==> src/rtl/core_seq_pkg.sv <==
// Shared definitions for the multi-cycle core sequencer: state encoding,
// the opcodes the sequencer understands, and the reset value of the
// instruction register.
package core_seq_pkg;

  localparam int STATE_W = 3;

  typedef enum logic [STATE_W-1:0] {
    ST_FETCH   = 3'd0,
    ST_DECODE  = 3'd1,
    ST_EXECUTE = 3'd2,
    ST_MEM     = 3'd3,
    ST_WB      = 3'd4,
    ST_HALT    = 3'd5
  } state_t;

  localparam logic [6:0] OP_R      = 7'b0110011;
  localparam logic [6:0] OP_I      = 7'b0010011;
  localparam logic [6:0] OP_LOAD   = 7'b0000011;
  localparam logic [6:0] OP_STORE  = 7'b0100011;
  localparam logic [6:0] OP_BRANCH = 7'b1100011;
  localparam logic [6:0] OP_JAL    = 7'b1101111;

  // addi x0, x0, 0
  localparam logic [31:0] NOP_INSTR = 32'h00000013;

  // True for every opcode the sequencer knows how to step through.
  function automatic logic is_known_op(input logic [6:0] op);
    return (op == OP_R) || (op == OP_I) || (op == OP_LOAD) ||
           (op == OP_STORE) || (op == OP_BRANCH) || (op == OP_JAL);
  endfunction

endpackage

==> src/rtl/multi_cycle_core_seq_mem_handshake_if.sv <==
// Request/ready handshake holder. A one-cycle launch captures the payload
// (address, and for data accesses the write flag and write data) and raises
// req; both stay stable until the memory answers with ready, so memories
// of any latency can be attached. An asynchronous reset drops req at once.
module mem_handshake_if #(
  parameter int            W             = 32,
  parameter logic [W-1:0]  RESET_PAYLOAD = '0
) (
  input  logic         clk,
  input  logic         rst,
  input  logic         launch,
  input  logic [W-1:0] launch_payload,
  input  logic         ready,
  output logic         req,
  output logic [W-1:0] payload,
  output logic         done
);

  // A transfer completes only when a request is actually outstanding.
  assign done = req & ready;

  // Hold the request and its payload from launch until the memory is ready.
  always_ff @(posedge clk or negedge rst) begin
    if (!rst) begin
      req     <= 1'b0;
      payload <= RESET_PAYLOAD;
    end else if (launch) begin
      req     <= 1'b1;
      payload <= launch_payload;
    end else if (done) begin
      req     <= 1'b0;
    end
  end

endmodule

==> src/rtl/multi_cycle_core_seq.sv <==
// Multi-cycle core sequencer: owns the PC, the instruction register and the
// FETCH/DECODE/EXECUTE/MEM/WB/HALT state machine, and gates the register
// file write. Instruction and data memories are reached through req/ready
// handshakes (mem_handshake_if), so their latency is arbitrary.
// Optional feature macro: PERF_CNT_EN adds 64-bit cycle_cnt and
// instret_cnt outputs; without it those ports and counters do not exist.
module multi_cycle_core_seq
  import core_seq_pkg::*;
#(
  parameter int               XLEN         = 32,
  parameter logic [XLEN-1:0]  RESET_PC     = '0,
  parameter bit               ILLEGAL_HALT = 1'b1
) (
  input  logic            clk,
  input  logic            rst,
  output logic            imem_req,
  output logic [XLEN-1:0] imem_addr,
  input  logic            imem_ready,
  input  logic [31:0]     imem_rdata,
  output logic            dmem_req,
  output logic            dmem_we,
  output logic [XLEN-1:0] dmem_addr,
  output logic [XLEN-1:0] dmem_wdata,
  input  logic            dmem_ready,
  input  logic [XLEN-1:0] dmem_rdata,
  output logic [31:0]     instr,
  output logic [XLEN-1:0] pc,
  input  logic [XLEN-1:0] alu_result,
  input  logic [XLEN-1:0] rs2_data,
  input  logic [XLEN-1:0] imm_ext,
  input  logic            branch_taken,
  output logic            rf_we,
  output logic [XLEN-1:0] wb_data,
  output logic [2:0]      state_o,
`ifdef PERF_CNT_EN
  output logic [63:0]     cycle_cnt,
  output logic [63:0]     instret_cnt,
`endif
  output logic            halted
);

  state_t                  state;
  logic [6:0]              opcode;
  logic                    is_load;
  logic                    is_store;
  logic                    is_branch;
  logic                    is_jal;
  logic                    known_op;
  logic [XLEN-1:0]         pc_plus4;
  logic [XLEN-1:0]         pc_plus_imm;
  logic [XLEN-1:0]         pc_next;
  logic                    retire;
  logic                    fetch_launch;
  logic                    dmem_launch;
  logic                    imem_done;
  logic                    dmem_done;
  logic [2*XLEN:0]         dmem_hold;

  assign opcode      = instr[6:0];
  assign is_load     = (opcode == OP_LOAD);
  assign is_store    = (opcode == OP_STORE);
  assign is_branch   = (opcode == OP_BRANCH);
  assign is_jal      = (opcode == OP_JAL);
  assign known_op    = is_known_op(opcode);
  assign pc_plus4    = pc + XLEN'(4);
  assign pc_plus_imm = pc + imm_ext;
  assign state_o     = state;

  // Work out where the PC goes next and when a new fetch or data access
  // must be launched, so the request is already up in the first cycle of
  // FETCH/MEM. The only fetch without a retiring instruction is the first
  // one after reset, when FETCH is entered with no request outstanding.
  always_comb begin
    pc_next      = pc;
    retire       = 1'b0;
    fetch_launch = 1'b0;
    case (state)
      ST_FETCH:   fetch_launch = !imem_req;
      ST_DECODE:  if (!known_op && !ILLEGAL_HALT) begin
                    pc_next = pc_plus4;
                    retire  = 1'b1;
                  end
      ST_EXECUTE: if (is_branch) begin
                    pc_next = branch_taken ? pc_plus_imm : pc_plus4;
                    retire  = 1'b1;
                  end
      ST_MEM:     if (dmem_done && is_store) begin
                    pc_next = pc_plus4;
                    retire  = 1'b1;
                  end
      ST_WB:      begin
                    pc_next = is_jal ? pc_plus_imm : pc_plus4;
                    retire  = 1'b1;
                  end
      default:    pc_next = pc;
    endcase
    fetch_launch = fetch_launch | retire;
    dmem_launch  = (state == ST_EXECUTE) && (is_load || is_store);
  end

  mem_handshake_if #(
    .W             (XLEN),
    .RESET_PAYLOAD (RESET_PC)
  ) u_imem_hs (
    .clk            (clk),
    .rst            (rst),
    .launch         (fetch_launch),
    .launch_payload (pc_next),
    .ready          (imem_ready),
    .req            (imem_req),
    .payload        (imem_addr),
    .done           (imem_done)
  );

  mem_handshake_if #(
    .W             (2*XLEN+1),
    .RESET_PAYLOAD ('0)
  ) u_dmem_hs (
    .clk            (clk),
    .rst            (rst),
    .launch         (dmem_launch),
    .launch_payload ({is_store, alu_result, rs2_data}),
    .ready          (dmem_ready),
    .req            (dmem_req),
    .payload        (dmem_hold),
    .done           (dmem_done)
  );

  assign {dmem_we, dmem_addr, dmem_wdata} = dmem_hold;

  // Main sequencer: state, PC, instruction register and registered
  // write-back outputs; rf_we is raised on entry to WB and dropped on exit.
  always_ff @(posedge clk or negedge rst) begin
    if (!rst) begin
      state   <= ST_FETCH;
      pc      <= RESET_PC;
      instr   <= NOP_INSTR;
      rf_we   <= 1'b0;
      wb_data <= '0;
      halted  <= 1'b0;
    end else begin
      rf_we <= 1'b0;
      pc    <= pc_next;
      case (state)
        ST_FETCH: begin
          if (imem_done) begin
            instr <= imem_rdata;
            state <= ST_DECODE;
          end
        end
        ST_DECODE: begin
          if (known_op) begin
            state <= ST_EXECUTE;
          end else if (ILLEGAL_HALT) begin
            state  <= ST_HALT;
            halted <= 1'b1;
          end else begin
            state <= ST_FETCH;
          end
        end
        ST_EXECUTE: begin
          if (is_load || is_store) begin
            state <= ST_MEM;
          end else if (is_branch) begin
            state <= ST_FETCH;
          end else begin
            state   <= ST_WB;
            rf_we   <= 1'b1;
            wb_data <= is_jal ? pc_plus4 : alu_result;
          end
        end
        ST_MEM: begin
          if (dmem_done) begin
            if (is_store) begin
              state <= ST_FETCH;
            end else begin
              state   <= ST_WB;
              rf_we   <= 1'b1;
              wb_data <= dmem_rdata;
            end
          end
        end
        ST_WB:   state <= ST_FETCH;
        ST_HALT: state <= ST_HALT;
        default: state <= ST_HALT;
      endcase
    end
  end

`ifdef PERF_CNT_EN
  // Cycle and retired-instruction counters, both frozen once halted.
  always_ff @(posedge clk or negedge rst) begin
    if (!rst) begin
      cycle_cnt   <= 64'd0;
      instret_cnt <= 64'd0;
    end else if (state != ST_HALT) begin
      cycle_cnt <= cycle_cnt + 64'd1;
      if (retire) begin
        instret_cnt <= instret_cnt + 64'd1;
      end
    end
  end
`endif

endmodule

==> config.mk <==
export PLATFORM = sky130hd
export DESIGN_NAME = multi_cycle_core_seq
export DESIGN_NICKNAME = d
export VERILOG_FILES = /design/src/rtl/core_seq_pkg.sv /design/src/rtl/multi_cycle_core_seq_mem_handshake_if.sv /design/src/rtl/multi_cycle_core_seq.sv
export SDC_FILE = /design/constraint.sdc
export NUM_CORES = 1
export LEC_CHECK = 0
export ABC_CLOCK_PERIOD_IN_PS = 5800
export CAP_MARGIN = 25
export CORE_ASPECT_RATIO = 0.7
export CORE_MARGIN = 3
export CORE_UTILIZATION = 42
export DETAILED_ROUTE_END_ITERATION = 10
export PLACE_DENSITY = 0.8
export SYNTH_ARGS = -nofsm -noshare
export SYNTH_HDL_FRONTEND = slang
export SYNTH_SLANG_ARGS = --single-unit
export TNS_END_PERCENT = 10
==> constraint.sdc <==
create_clock -name clk -period 5.8 [get_ports clk]
set_input_delay 0.87 -clock clk [delete_from_list [all_inputs] [get_ports clk]]
set_output_delay 0.87 -clock clk [all_outputs]
set_load 0.02 [all_outputs]
==> results.md <==
- CP max-delay cell: o311ai_1
- Detail Placement HPWL: 30.0 mm
- LEAKAGE: 0.00671 uW
- Yosys top cell area share: 43.7%
- Gr busiest metal: met2
- Pwr/cell area: ~310 nW/um2
- Die area: 28900 um2
- # DRC: 0
- Die extent in y: 143 um
- Initial detailed-routing violation count: 875
- Top Ports: 365
- Syn Area/Cell: 9.80 um2
- Peak VDD IR: between 0.2 and 0.25 mV
- DR WL/cell: 21.6 um
- Number of flops mapped to enable cells by yosys: 0
- R2r worst-path depth: 11
- Setup crit start kind: primary input
- CP Cell Sequence: clkdlybuf4s50_1, ha_1, inv_1, fa_1, nand2b_1, a21oi_1, o311ai_1, o211ai_1, a221oi_2, xor2_1, o221ai_1, mux2_2
- Total power: 4900 uW
- 1st-pass router iterations: 5
- Status: finished, final reports clean
- Setup bufs post-CTS: 0
- Worst-path fanout max: 4
- Row count: 49
- Seq cells post-synth: 200
- First-pass GRT wire length: approximately 60 mm
- RSZ-0062 raised after global routing: no
- Fin. Hold Viols: 0
- Via count: 10700
- Post-synth ARST share: 100%
- Vias in the first global route: 10200
- WP data arrival: 4.24 ns
- Hold Crit Class: primary input to async pin
- Tcrit/Tclk final: between 60% and 70%
- WS Path Type: primary input to flop
- GR Util All Layers: 26.6%
- CTS tree: done
- Total core area: around 26000 um2
- Total gr overflow: 0
- Max-slew headroom: 28.6%
- Crit. End Element: flop
- Port Buf Inserts: 364
- Pre-CTS setup slack: 1.60 ns
- Setup violators final: 0
- DRT Wirelength: between 40 and 50 mm
- Initial Util: 43.3%
- Slowest cell delay on critical path: 0.65 ns
- Fin. max-slew vios: 0
- GR Layer Usage met2: 40.7%
- GRT met1 Usage: a little under two fifths
- Final ANT Viol Nets: 0
- Area contributors post-synth: dfrtp_1 44%, mux2_2 11%, a21oi_1 4.2%, o21ai_0 3.8%, ha_1 3.5%
- Clock transition at the registers of the reported paths: 0.08 ns
- Clock sink count: 200
- CTS buffer count: 17
- Tightest Pin Transition: 1.07 ns
- Fraction of layout cells with a size suffix above 1: 12.8%
- Area Growth Syn to Fin: 40.0%
- Die Width: just over 200 um
- Met3 Track Usage GR: 7.66%
- Final WS setup: 1.89 ns
- Clock H-tree levels: 4
- Initial antenna violation count: 2
- Register area share after synthesis: 44.4%
- Cell count after synthesis: 1151
- Top_reg_cell synth: dfrtp_1
- Max capacitance violation total: 0
- Largest net degree at the start of global routing: 98
- CP Data Required Time: 6.12 ns
- Dominant cell type by area after synthesis: dfrtp_1
- Min Clock Period, post-route: slightly below 4 ns
- Routability congestion estimate: ~0.97
- Clock root cell: clkbuf_16
- Netlist Area Pre-Place: 11300 um2
- Synth cell types: 81
- Max clock buf depth: 2
- Vias/cell: between 5 and 6
- Yosys warning count: 0
- Final #Nets: 1677
- CTS Hold Buffers Added: 0
- Maximum clock frequency: 256 MHz
- Syn Nets: 1349
- Clk Latency, worst-skew pair: approximately 0.45 ns
- Setup TNS: 0 ns
- CTS-repair resized insts: 0
- Skew final: ~0.015 ns
==> final timing paths <==
check	from	endpoint	slack, ns
max	imm_ext[0]	u_imem_hs.payload[22]	1.89
min	rst	instr[9]	0.47
max reg2reg	pc[0]	u_imem_hs.payload[22]	2.26
min reg2reg	halted	halted	0.47
max in group asynchronous	rst	u_imem_hs.payload[1]	4.04
min in group clk	halted	halted	0.47
==> registers in the layout, summed over array words and instances, names as in the netlist, 3 cells and up <==
name,cells
instr,32
u_imem_hs.payload,32
pc,32
u_dmem_hs.payload,65
state_o,3
wb_data,32
==> synthesized netlist by cell type, types with 4 or more instances <==
cell type  number
nor3_1         21
nand3_1        24
ha_1           32
mux2_2        114
nand2_1       106
nor3b_1         4
nor2_1        106
clkbuf_1       49
xnor2_1        25
inv_1          21
or3_1           4
a211o_1         5
a31oi_1         8
nand3b_1        6
o211ai_1       10
mux2i_1         9
o21a_1          8
a21o_1         17
a211oi_1       32
o21bai_1        4
o221ai_1        9
a311oi_1        4
nor4_1          8
xor2_1         20
and3_1         11
nand2b_1       12
o21ai_1         6
buf_2           6
and2_1          6
dfrtp_1       197
nand4_1        13
o21ai_0        86
a21oi_1        94
==> area by class of cell <==
class,count,area [um2]
diodes,1,2.50
clock buffers,17,425
clock inverters,15,191
fillers,2176,10300
inverters,21,78.8
multi-input cells,865,5920
flip-flops and latches,200,5010
well taps,357,447
repair buffers,374,3720
==> worst max-delay path, delay by kind of cell <==
kind / cells / cell delay, ns
AO/OA/AOI/OAI: 5 / 1.79
buffers and inverters: 2 / 0.51
adder cells (fa/ha/maj): 2 / 0.41
multiplexers: 1 / 0.32
XOR/XNOR: 1 / 0.18
AND/OR/NAND/NOR: 1 / 0.15
==> per-stage QoR <==
step | hold WS, ns | cells | util (%) | cell area (um2)
2_1_floorplan | 0.562 | 1151 | - | 11300
3_3_place_gp | 0.454 | 1816 | 58.2 | 15200
3_5_place_dp | 0.455 | 1816 | 58.2 | 15200
4_1_cts | 0.476 | 1848 | 60.6 | 15800
5_1_grt | 0.494 | 1850 | 60.6 | 15800
6_report | 0.465 | 1850 | 60.6 | 15800
==> per-layer routing <==
layer  up-vias  share of wire, %
met3        64                10
met2       570                44
li1       4850                 -
met4         2               2.0
met1      5210                44
met5         -             0.040
==> power breakdown <==
group / switching, uW / total [uW] / internal [uW]
logic: 977 / 1800 / 820
registers: 246 / 1850 / 1600
clock network: 660 / 1260 / 596
==> cell usage in the layout (no fill, tap or decap), types with 4 or more instances in the layout <==
master           count
clkdlybuf4s50_1    363
dfrtp_1            197
mux2_2             114
nand2_1            106
nor2_1             104
a21oi_1             94
o21ai_0             86
ha_1                32
a211oi_1            31
xnor2_1             25
nand3_1             24
inv_1               21
nor3_1              20
xor2_1              20
a21o_1              17
clkbuf_16           17
nand4_1             13
nand2b_1            12
and3_1              11
o211ai_1            10
mux2i_1              9
o221ai_1             9
buf_4                9
o21a_1               8
nor4_1               8
a31oi_1              8
nand3b_1             6
o21ai_1              6
a211o_1              5
clkinv_8             5
nor3b_1              4
and2_1               4
or3_1                4
o21bai_1             4
a311oi_1             4
inv_6                4
==> kinds of logic (layout without fill, tap and decap cells) <==
logic type / Yosys count / in the layout / synth area share [%]
xor gates and xnor gates: 45 / 45 / 3.49
buffers and inverters: 86 / 427 / 3.54
other: 0 / 1 / 0
muxes: 124 / 124 / 12.3
and+or+nand+nor: 347 / 347 / 15.0
DFF: 200 / 200 / 44.4
adders and majority gates: 34 / 34 / 3.82
AOI/OAI and AO/OA: 315 / 315 / 17.4
Note: power is estimated with default switching activity, not from simulation.
